--- src/rtl/seg_scan_driver.sv ---
// seg_scan_driver: time-multiplexed 8-digit BCD display scanner.
// One digit slot lasts SCAN_DIV clocks; eight slots form a frame. The BCD
// word and both masks are snapshotted when slot 0 begins, so a frame never
// mixes two input values. Digits flagged in blink_mask go dark every other
// BLINK_FRAMES-frame period. All outputs are registered.
// Optional feature: define SEG_SCAN_LZB_EN for leading-zero blanking.

module seg_scan_driver #(
    parameter int SCAN_DIV     = 100000,
    parameter int BLINK_FRAMES = 32
) (
    input  logic        clk,
    input  logic        reset,
    input  logic [31:0] digits,
    input  logic [7:0]  blink_mask,
    input  logic [7:0]  dp_mask,
    input  logic        enable,
    output logic [7:0]  an,
    output logic [3:0]  digit,
    output logic        dp,
    output logic        frame_start
);

    localparam int PW = (SCAN_DIV > 1) ? $clog2(SCAN_DIV) : 1;
    localparam int FW = (BLINK_FRAMES > 1) ? $clog2(BLINK_FRAMES) : 1;
    localparam logic [PW-1:0] PRE_LAST = PW'(SCAN_DIV - 1);
    localparam logic [FW-1:0] FRM_LAST = FW'(BLINK_FRAMES - 1);

    // State registers
    logic [PW-1:0] pre;
    logic [2:0]    slot;
    logic [FW-1:0] frame_cnt;
    logic          phase;        // 1 = blinking digits dark
    logic          running;      // set by the first tick after reset
    logic [31:0]   digits_snap;
    logic [7:0]    blink_snap;
    logic [7:0]    dp_snap;

    // Next-state values
    logic          tick;
    logic          frame_tick;
    logic [PW-1:0] pre_n;
    logic [2:0]    slot_n;
    logic [FW-1:0] frame_cnt_n;
    logic          phase_n;
    logic          running_n;
    logic [31:0]   digits_snap_n;
    logic [7:0]    blink_snap_n;
    logic [7:0]    dp_snap_n;
    logic [7:0]    blank;
    logic          lit;

    assign tick       = (pre == PRE_LAST);
    assign frame_tick = tick && (slot == 3'd7);

    // Next-state: prescaler, slot stepping, frame snapshot and blink phase.
    // Outputs are derived from these next values so the new slot, snapshot
    // and phase all appear together one cycle after the tick.
    always_comb begin
        // NOTE: every variable gets a default first so no path leaves it
        // unassigned; a missing default in always_comb infers a latch.
        pre_n         = tick ? '0 : pre + PW'(1);
        slot_n        = slot;
        frame_cnt_n   = frame_cnt;
        phase_n       = phase;
        running_n     = running | tick;
        digits_snap_n = digits_snap;
        blink_snap_n  = blink_snap;
        dp_snap_n     = dp_snap;
        if (tick) begin
            slot_n = slot + 3'd1;
        end
        if (frame_tick) begin
            digits_snap_n = digits;
            blink_snap_n  = blink_mask;
            dp_snap_n     = dp_mask;
            if (frame_cnt == FRM_LAST) begin
                frame_cnt_n = '0;
                phase_n     = ~phase;
            end else begin
                frame_cnt_n = frame_cnt + FW'(1);
            end
        end
    end

    // Leading-zero blanking mask, evaluated on the (next) snapshot so it is
    // constant for a whole frame.
    always_comb begin
        blank = 8'h00;
`ifdef SEG_SCAN_LZB_EN
        begin
            logic zero_above;
            zero_above = 1'b1;
            for (int i = 7; i >= 1; i--) begin
                zero_above = zero_above && (digits_snap_n[4*i +: 4] == 4'h0)
                             && !dp_snap_n[i];
                blank[i]   = zero_above;
            end
        end
`endif
    end

    // Lit decision for the slot shown next cycle; enable acts immediately.
    always_comb begin
        lit = enable && running_n
              && !(blink_snap_n[slot_n] && phase_n)
              && !blank[slot_n];
    end

    // Scan state registers.
    always_ff @(posedge clk or posedge reset) begin
        // NOTE: sequential state uses non-blocking assignments so every
        // register samples pre-edge values, independent of statement order.
        if (reset) begin
            pre         <= '0;
            slot        <= 3'd0;
            frame_cnt   <= '0;
            phase       <= 1'b0;
            running     <= 1'b0;
            digits_snap <= 32'h0;
            blink_snap  <= 8'h00;
            dp_snap     <= 8'h00;
        end else begin
            pre         <= pre_n;
            slot        <= slot_n;
            frame_cnt   <= frame_cnt_n;
            phase       <= phase_n;
            running     <= running_n;
            digits_snap <= digits_snap_n;
            blink_snap  <= blink_snap_n;
            dp_snap     <= dp_snap_n;
        end
    end

    // Registered display outputs.
    always_ff @(posedge clk or posedge reset) begin
        if (reset) begin
            an          <= 8'hFF;
            digit       <= 4'h0;
            dp          <= 1'b0;
            frame_start <= 1'b0;
        end else begin
            an          <= lit ? ~(8'b1 << slot_n) : 8'hFF;
            digit       <= digits_snap_n[{slot_n, 2'b00} +: 4];
            dp          <= dp_snap_n[slot_n];
            frame_start <= frame_tick;
        end
    end

endmodule

--- config.mk ---
export PLATFORM = sky130hd
export DESIGN_NAME = seg_scan_driver
export DESIGN_NICKNAME = d
export VERILOG_FILES = /design/src/rtl/seg_scan_driver.sv
export SDC_FILE = /design/constraint.sdc
export NUM_CORES = 1
export LEC_CHECK = 0
export ABC_AREA = 1
export BUFFER_PORTS_ARGS = -buffer_cell sky130_fd_sc_hd__buf_2
export CORE_MARGIN = 2
export CORE_UTILIZATION = 50
export DETAILED_ROUTE_END_ITERATION = 7
export MAX_ROUTING_LAYER = met4
export PLACE_DENSITY_LB_ADDON = 0.08
export SYNTH_ARGS = -nofsm -noshare
export SYNTH_HDL_FRONTEND = slang
export SYNTH_SLANG_ARGS = --single-unit
--- constraint.sdc ---
create_clock -name clk -period 3.25 [get_ports clk]
set_input_delay 0 -clock clk [delete_from_list [all_inputs] [get_ports clk]]
set_output_delay 0 -clock clk [all_outputs]
set_load 0.05 [all_outputs]
==> metrics.cfg, run 1 <==
[worst_setup_path]
start_kind=flip-flop
path_class=reg -> reg
cp.required_ps=3490
cp_data_arrival_time_ps=2750
endpoint_kind=flip-flop
crit_fanout=11

[global_route]
grt_pass1_wl_mm=16.3
grt_max_degree=38
grt_usage_pct=23.6
grt-ovfl-total=0
antenna_found_initial=0
grt_pass1_vias=3596

[logic_synthesis]
syn_area_sq_mm=0.00428
synth_nets=592
synthMuxAreaShare_pct=0
synth_top_family_by_area=simple AND/OR/NAND/NOR gates
yosys.area_share.xor_xnor_pct=0.995
synth-adder-area-share_pct=1.46
synth-compound-area-share_pct=4.59
yosysWarnings=0
synthSimpleGateAreaFrac_pct=32.4
ys_ff_latch=89
ys_seq_area_share_pct=52.3
yosys.cell_types.count=34
syn_inst=536
post_synth.cell_area_avg_sq_um=7.98

[pwr]
p_sw_share_pct=21.1
power_frac_comb_pct=4.7
ir_worst_vdd_mv=0.229
p_int_w=0.00160
p_sw_w=0.000427
power_frac_seq_pct=54.7
p_leak_nw=2.72
power.density_mw_per_mm2=380
clkPwrFrac_pct=40.6

[clock_network]
insertion_delay_ps=360
cts_tree=done
cts_buffers=9
path_clk_slew_ps=80
cts_sinks=89
h-tree-depth=3
post_cts_buffers=0
cts-root-buf=clkbuf_8
cts_max_path_buffers=2

[layout]
drive_above_1_share_pct=18.6
finish.utilization_pct=64.6
fin_cells=757
antenna_cells=0
syn_to_final_growth_pct=24.7
fin_nets=703

[placed_design]
dp_hpwl_mm=7.06
dp_slack_ps=747
dp.cells=698
port-buffer-count=64
place_congestion=0.863

[status]
status=finished clean

[route]
wl_per_cell_microns=13.3
viasPerCell=4.80
post-route-drc-count=0
drt_iter0_drc=172
ant_nets=0
drt-total-wl_mm=10.1
drt-pass1-iter-count=4
num_vias=3632

[floorplan]
die_h_microns=96.5
rows=33
start_util_pct=51.8
design.core.area_sq_mm=0.00826
boundaryPins=65
die_w_microns=96.5
die-area_sq_mm=0.00931

[sta]
layout_setup_ws_ps=739
finalCritPeriodShare_pct=77.3
hold_ws_ps=1.37
slew_viol_final=0
finalClockSkew_ps=13.9
tns_ps=0
rsz0062_at_grt=false
tightest_slew_ps=878
hold_violations=0
setup_viol=0
post-route-min-period_ps=2510
max_freq_mhz=398
max_slew_margin_pct=40.9

[flow_run]
cap_violations=0

[hold_path]
hold_path.class=in -> reg

cell type report:
cell class / count / area, sq um
Clock buffer: 11 / 131
Tap cell: 105 / 131
Fill cell: 744 / 2930
Timing Repair Buffer: 110 / 773
Sequential cell: 89 / 2240
Multi-Input combinational cell: 360 / 1690
Inverter: 77 / 293
Clock inverter: 5 / 78.8
logic make-up (layout without fill, tap and decap cells):
family          Yosys count  after routing
xor+xnor                  4              4
simple gates            318            318
compound gates           33             33
buf+inv                  87            203
fa+ha+maj                 5              5
flops                    89             89
critical path: stages (launching register included):
cell	delay [ps]
dfrtp_1	380
ha_1	210
nand3_1	170
nor2_2	210
nand4_1	440
inv_1	300
nand2_1	70
nand2_1	110
nor2_1	50
nor2_1	100
nand3_1	90
nand3_2	160
nand3_1	100
flip-flops by register name (all words and copies together) (netlist names):
name	count
an	8
blink_snap	8
digit	4
digits_snap	32
dp	1
dp_snap	8
frame_cnt	5
frame_start	1
phase	1
pre	17
running	1
slot	3
cell usage after synthesis:
cell type / number / area [sq um]
nand3_2: 2 / 20.0
nand4_1: 15 / 93.8
nand3_1: 21 / 105
nor3_4: 2 / 32.5
or2_0: 2 / 12.5
nand2_2: 8 / 50.1
nor2_4: 2 / 22.5
o21ai_2: 1 / 8.76
nand3b_1: 1 / 7.51
a21boi_0: 1 / 7.51
nor3_1: 2 / 10.0
o21ai_0: 10 / 50.1
a21oi_1: 10 / 50.1
buf_6: 1 / 11.3
inv_1: 67 / 251
xor2_2: 1 / 16.3
dfstp_2: 8 / 210
a31oi_1: 2 / 12.5
nor3_2: 1 / 10.0
buf_2: 8 / 40.0
ha_1: 5 / 62.6
nor2_2: 2 / 12.5
a211oi_1: 1 / 7.51
dfrtp_1: 81 / 2030
nand2_1: 210 / 788
o21a_1: 8 / 60.1
inv_2: 9 / 33.8
buf_4: 1 / 7.51
nor2_8: 1 / 20.0
nand3_4: 1 / 17.5
nor3b_1: 1 / 7.51
nor2_1: 47 / 176
inv_4: 1 / 6.26
xor2_1: 3 / 26.3
placed cells by master (no fill, tap or decap):
cell	netlist	routed
nand2_2	8	8
a31oi_1	2	2
o21ai_2	1	1
o21ai_0	10	10
a211oi_1	1	1
or2_0	2	2
a21oi_1	10	10
nand3_4	1	1
nor3_1	2	2
nor3_4	2	2
nand2_1	210	210
inv_4	1	1
nand4_1	15	15
a21boi_0	1	1
dfrtp_1	81	81
nor2_4	2	2
clkinv_2	0	3
buf_2	8	64
buf_4	1	3
dlygate4sd3_1	0	43
nand3_1	21	21
nand3_2	2	2
nor2_2	2	2
nor3b_1	1	1
clkbuf_1	0	2
bufinv_16	0	2
nor2_8	1	1
nor3_2	1	1
xor2_2	1	1
o21a_1	8	8
xor2_1	3	3
clkbuf_8	0	9
ha_1	5	5
inv_1	67	66
nand3b_1	1	1
inv_2	9	9
nor2_1	47	47
dfstp_2	8	8
inv_6	0	1
per-stage QoR:
step	cell area (sq um)	power (W)
after floorplan	4280	0.00115
after global placement	4690	0.00119
after detailed placement	4690	0.00119
after CTS	5330	0.00204
after global routing	5330	0.00210
final	5330	0.00202
power by group through the flow:
stage	Combinational (W)	Clock [W]	Sequential (W)
after floorplan	0.0000175	0	0.00113
after global placement	0.0000574	0	0.00113
after detailed placement	0.0000570	0	0.00113
after CTS	0.0000968	0.000837	0.00111
after global routing	0.000108	0.000884	0.00111
final	0.0000957	0.000822	0.00111
routing by layer:
layer	vias to the layer above	routed length, microns	global-route usage, %
li1	1862	-	-
met1	1675	4580	29.9
met2	77	4900	39.3
met3	18	423	3.72
met4	0	169	7.51
met5	-	0	-
worst paths after layout:
check                                  startpoint                       to  slack (ps)  cells after the start
worst max-delay path             pre[0]$_DFF_PP0_          an[5]$_DFF_PP1_         740                     12
worst min-delay path                blink_mask[2]  blink_snap[2]$_DFF_PP0_           1                      5
worst max register to register   pre[0]$_DFF_PP0_          an[5]$_DFF_PP1_         740                     12
worst min register to register  running$_DFF_PP0_        running$_DFF_PP0_         470                      2
max in group asynchronous                   reset          an[6]$_DFF_PP1_        2260                      4
min in group asynchronous                   reset         pre[8]$_DFF_PP0_         180                      3
timing repair:
| item | CTS | global route |
|---|---|---|
| gates resized for setup | 0 | 0 |
| hold endpoints to repair | 66 | 0 |
| hold buffers | 43 | 0 |
Note: power is estimated with default switching activity, not from simulation.
==> run 2: changes to the inputs <==
ABC_AREA = 0   (was 1)
clock period = 2.1 ns   (was 3.25 ns; I/O delays follow)
==> run 2 against run 1 <==
Against the previous run: the flow now finishes with violations (setup timing); hold slack gained 23 ps; utilization grew 10 points; synthesized area grew 1.9%; final cell count shrank 11%; sequential share of layout area shrank 7.1 points; die area grew 1.9%; register-to-register slack lost 1200 ps; sequential power grew 59%; clock power grew 34%; critical path type unchanged; critical endpoint is now digit[2]$_DFF_PP0_; largest cell class unchanged.
==> metrics.cfg, run 2 <==
[status]
status=finished with violations
violations=setup timing

[layout]
regMostFlops=digits_snap
fin_cells=673
top_regs=digits_snap x32, pre x17
design_area_sq_mm=0.00642
fin_nets=616
largest_reg_flops=32
drive_above_1_share_pct=46.9
final_common_cell=dfrtp_1
antenna_cells=0
finish.utilization_pct=74.7
syn_to_final_growth_pct=47.4
final_cell_mix=dfrtp_1, buf_4, buf_2

[route]
ant_nets=0
drt_iter0_drc=138
post-route-drc-count=0
drt-total-wl_mm=11.8
drt-pass1-iter-count=4
num_vias=3670
viasPerCell=5.45
wl_per_cell_microns=17.5

[logic_synthesis]
ys_ff_latch=89
synth_area_leaders=dfrtp_1, mux2_2, dfstp_2, mux4_2, nand3_1
yosysWarnings=0
synth_edf_count=0
yosysMostFrequentCell=dfrtp_1
syn_inst=369
yosysTopAreaCell=dfrtp_1
async_flop_share_pct=100
ys_seq_area_share_pct=51.3
yosys.area.top_type_share_pct=46.5
syn_area_sq_mm=0.00436
synth_nets=425
yosys.cell_types.count=51
post_synth.cell_area_avg_sq_um=11.8
synth_ff_type=dfrtp_1
synthTopCellsByCount=dfrtp_1, mux2_2, nand2_1

[placed_design]
dp.cells=598
dp_hpwl_mm=7.79
port-buffer-count=64
placed_cell_area_sq_mm=0.00538
place_congestion=0.826

[pwr]
ir_worst_vdd_mv=0.471
p_leak_nw=2.84
p_total_w=0.00315
power.density_mw_per_mm2=490

[global_route]
grt_pass1_vias=3837
grt_max_degree=90
antenna_found_initial=0
grt-ovfl-total=0
grt_usage_pct=25.9
grt_pass1_wl_mm=18.9

[worst_setup_path]
critical_path.max_stage_delay_ps=580
cpLargestDelayFamily=simple AND/OR/NAND/NOR gates
crit_slowest_cell=or4b_4
cp_data_arrival_time_ps=2840
start_kind=flip-flop
crit_chain=or4b_4 -> nor4_4 -> buf_4 -> nand2_8 -> buf_12 -> mux2_2 -> a22oi_2 -> o221ai_1
path_class=reg -> reg
critPathBufInv=2
endpoint_kind=flip-flop
cp.required_ps=2330
crit_fanout=8

[clock_network]
cts_tree=done
path_clk_slew_ps=90
h-tree-depth=3
cts_buffers=9
insertion_delay_ps=360
cts_max_path_buffers=2
cts-root-buf=clkbuf_8
cts_sinks=89

[floorplan]
die-area_sq_mm=0.00948
boundaryPins=65
rows=34
design.core.area_sq_mm=0.00859
start_util_pct=50.7
die_h_microns=97.4
die_w_microns=97.4

[sta]
layout_setup_ws_ps=-508
max_freq_mhz=383
finalCritPeriodShare_pct=124
slew_viol_final=0
setup_viol=59
max_slew_margin_pct=57.7
tightest_slew_ps=627
hold_violations=0
finalClockSkew_ps=14.4
post-route-min-period_ps=2610
rsz0062_at_grt=true

[hold_path]
hold_path.class=in -> reg

[flow_run]
cap_violations=0

-- run 2: cell count changes after synthesis, moves of 8 or more --
cell,delta
mux4_2,+9
a22oi_1,+8
o21a_1,-8
inv_1,-59
mux2i_1,+12
nand2_1,-179
nand4_1,-11
mux2_2,+45
nand2_2,-8
inv_2,-8
nor2_1,-30
-- run 2: logic make-up (layout without fill, tap and decap cells) --
group | after synthesis | in the layout | synth area share [%]
DFF | 89 | 89 | 51.3
xor gates and xnor gates | 16 | 16 | 3.39
muxes | 66 | 66 | 19.0
and+or+nand+nor | 107 | 107 | 12.6
AOI/OAI and AO/OA | 59 | 59 | 9.45
buffers and inverters | 27 | 223 | 2.76
adders and majority gates | 5 | 5 | 1.44
-- run 2: per-stage QoR --
step | hold WS, ps | TNS (ps) | setup slack [ps]
6_report | 24.7 | -14650 | -508
5_1_grt | 41.3 | -18470 | -594
4_1_cts | 5.58 | -15450 | -548
3_5_place_dp | 179 | -10530 | -600
3_3_place_gp | 171 | -8240 | -518
2_1_floorplan | 117 | -16400 | -552
-- run 2: area by class of cell --
type	instances	area [sq um]
well taps	108	135
inverters	10	53.8
multi-input cells	253	2230
clock inverters	5	37.5
flip-flops and latches	89	2240
fillers	597	2170
clock buffers	11	141
repair buffers	197	1590
-- run 2: worst paths after layout --
check / startpoint / end / slack [ps] / cells past startpoint
worst max-delay path: pre[11]$_DFF_PP0_ / digit[2]$_DFF_PP0_ / -510 / 8
worst min-delay path: blink_mask[2] / blink_snap[2]$_DFF_PP0_ / 20 / 4
worst max register to register: pre[11]$_DFF_PP0_ / digit[2]$_DFF_PP0_ / -510 / 8
worst min register to register: digits_snap[21]$_DFF_PP0_ / digits_snap[21]$_DFF_PP0_ / 510 / 1
max in group asynchronous: reset / an[1]$_DFF_PP1_ / 1370 / 4
min in group asynchronous: reset / pre[16]$_DFF_PP0_ / 280 / 4
-- run 2: repair_timing --
item,CTS,global route
endpoints found under the hold margin,127,0
resized for setup,31,41
pin swaps,2,6
endpoints found under the setup margin,45,70
cloned,1,1
hold buffers,47,0
setup buffers,4,7
-- run 2: report_power, final --
group / internal [W] / switching [W]
logic: 0.000155 / 0.000116
registers: 0.00175 / 0.0000197
clock network: 0.000470 / 0.000633
-- run 2: worst min-delay path, stage by stage --
cell and delay (ps):
buf_2 110, nand3_1 100, buf_4 110, nand2_1 40
-- run 2: routing by layer --
layer / track usage (%) / share of wire (%) / up-vias
met5: - / 0 / -
met4: 8.23 / 1.9 / 0
met3: 3.60 / 3.5 / 21
met2: 41.9 / 50 / 80
met1: 34.4 / 45 / 1838
li1: - / - / 1731
==> run 3: changes to the inputs <==
CORE_UTILIZATION = 49   (was 50)
==> run 3 against run 2 <==
Against the previous run: highest routed layer unchanged; sequential share of layout area down 0.51 points; largest cell class is now multi-input gates; die area is 2.0% higher; the flow still finishes with violations (setup timing); largest power group unchanged; first-iteration DRC count increased by 35%; critical path type unchanged.
==> metrics.cfg, run 3 (synthesis gave the netlist of run 2 again) <==
[route]
drt-total-wl_mm=11.8
viasPerCell=5.43
drt-pass1-iter-count=5
ant_nets=0
drt_iter0_drc=186
post-route-drc-count=0
wl_per_cell_microns=17.4
num_vias=3673

[floorplan]
die_w_microns=98.3
die_h_microns=98.3
die-area_sq_mm=0.00966
boundaryPins=65
design.core.area_sq_mm=0.00868
start_util_pct=50.2
rows=34

[layout]
antenna_cells=0
fillCellCount=563
final_cell_mix=dfrtp_1, buf_4, buf_2
regMostFlops=digits_snap
finish.utilization_pct=75.1
syn_to_final_growth_pct=49.6
largest_reg_flops=32
top_regs=digits_snap x32, pre x17
design_area_sq_mm=0.00652
fin_nets=619
drive_above_1_share_pct=48.4
final_common_cell=dfrtp_1

[status]
violations=setup timing
status=finished with violations

[clock_network]
cts_max_path_buffers=2
cts_sinks=89
cts-root-buf=clkbuf_8
cts_tree=done
insertion_delay_ps=360
h-tree-depth=3
path_clk_slew_ps=80
cts_buffers=9

[worst_setup_path]
crit_fanout=4
cp.required_ps=2330
endpoint_kind=flip-flop
critical_path.max_stage_delay_ps=580
cp_data_arrival_time_ps=2860
path_class=reg -> reg
crit_slowest_cell=or4b_4
start_kind=flip-flop
crit_top_cell=buf_4
crit_chain=or4b_4 -> o41ai_1 -> buf_4 -> a21boi_0 -> buf_4 -> a21oi_2 -> o311ai_1 -> o21ai_1

[placed_design]
port-buffer-count=64
dp_hpwl_mm=7.55
placed_cell_area_sq_mm=0.00532
place_congestion=0.854

[global_route]
grt_pass1_vias=3757
grt_usage_pct=25.7
grt_max_degree=90
grt_pass1_wl_mm=19.0
grt-ovfl-total=0
antenna_found_initial=0

[sta]
max_freq_mhz=380
layout_setup_ws_ps=-533
rsz0062_at_grt=true
tightest_slew_ps=474
finalClockSkew_ps=14.3
hold_ws_ps=44.6
tns_ps=-12840
hold_violations=0
setup_viol=54
slew_viol_final=0
finalCritPeriodShare_pct=125
post-route-min-period_ps=2630
max_slew_margin_pct=68.0

[hold_path]
hold_path.class=in -> reg

[pwr]
p_sw_w=0.000764
ir_worst_vdd_mv=0.372
p_sw_share_pct=22.8
power.density_mw_per_mm2=513
power_frac_seq_pct=53.0
power_frac_comb_pct=8.2
p_leak_nw=2.87
clkPwrFrac_pct=38.9
p_int_w=0.00258

[flow_run]
cap_violations=0

## run 3: cell count changes in the layout (fill, tap and decap cells not counted), moves of 2 or more
cell / before / now
bufinv_16: 0 / 2
clkinv_4: 0 / 2
a22oi_1: 3 / 1
o21ai_0: 4 / 2
a22oi_2: 5 / 7
inv_6: 2 / 0
buf_6: 9 / 13
o21ai_1: 7 / 13
buf_8: 4 / 6
o21ai_2: 6 / 2
buf_12: 7 / 5
## run 3: final timing paths
kind,start,to,slack (ps),cells after the start
setup / recovery,pre[12]$_DFF_PP0_,dp$_DFF_PP0_,-530,8
hold / removal,blink_mask[6],blink_snap[6]$_DFF_PP0_,40,4
setup reg to reg,pre[12]$_DFF_PP0_,dp$_DFF_PP0_,-530,8
hold reg to reg,digits_snap[26]$_DFF_PP0_,digits_snap[26]$_DFF_PP0_,490,1
max in group asynchronous,reset,an[0]$_DFF_PP1_,1380,4
min in group asynchronous,reset,pre[2]$_DFF_PP0_,290,4
## run 3: routing by layer
layer | global-route usage [%] | part of all wire [%] | up-vias
li1 | - | - | 1741
met3 | 4.51 | 3.4 | 19
met1 | 33.6 | 44 | 1828
met2 | 41.3 | 50 | 85
met5 | - | 0 | -
met4 | 7.69 | 2.1 | 0
## run 3: final cells by class
type	instances	area (sq um)	share of cell area, %
Clock inverter	6	92.6	1.42
Tap cell	108	135	2.07
Clock buffer	10	128	1.96
Sequential cell	89	2240	34.3
Timing Repair Buffer	199	1610	24.6
Inverter	10	53.8	0.825
Multi-Input combinational cell	254	2270	34.8
## run 3: metrics by stage
| step | setup slack (ps) | cells | total power [W] |
|---|---|---|---|
| 2_1_floorplan | -552 | 369 | 0.00191 |
| 3_3_place_gp | -519 | 594 | 0.00199 |
| 3_5_place_dp | -557 | 594 | 0.00200 |
| 4_1_cts | -469 | 667 | 0.00336 |
| 5_1_grt | -619 | 676 | 0.00348 |
| 6_report | -533 | 676 | 0.00335 |
## run 3: worst max-delay path, delay by kind of cell, from the launching register on
kind | cells | cell delay [ps]
AO/OA/AOI/OAI | 5 | 1180
buffers and inverters | 2 | 380
flip-flops | 1 | 390
AND/OR/NAND/NOR | 1 | 580
## run 3: power groups by stage
stage	logic [W]	clock network [W]	registers (W)
detailed placement	0.000197	0	0.00180
CTS	0.000266	0.00132	0.00177
floorplan	0.0000942	0	0.00181
finish	0.000273	0.00130	0.00177
global placement	0.000191	0	0.00180
global route	0.000295	0.00141	0.00178
## run 3: repair_timing
item,in CTS,in global routing
gates resized for setup,45,38
cloned,1,0
setup endpoints to repair,52,69
hold buffers,46,0
pin swaps,15,9
buffers inserted,12,9
endpoints found under the hold margin,126,0
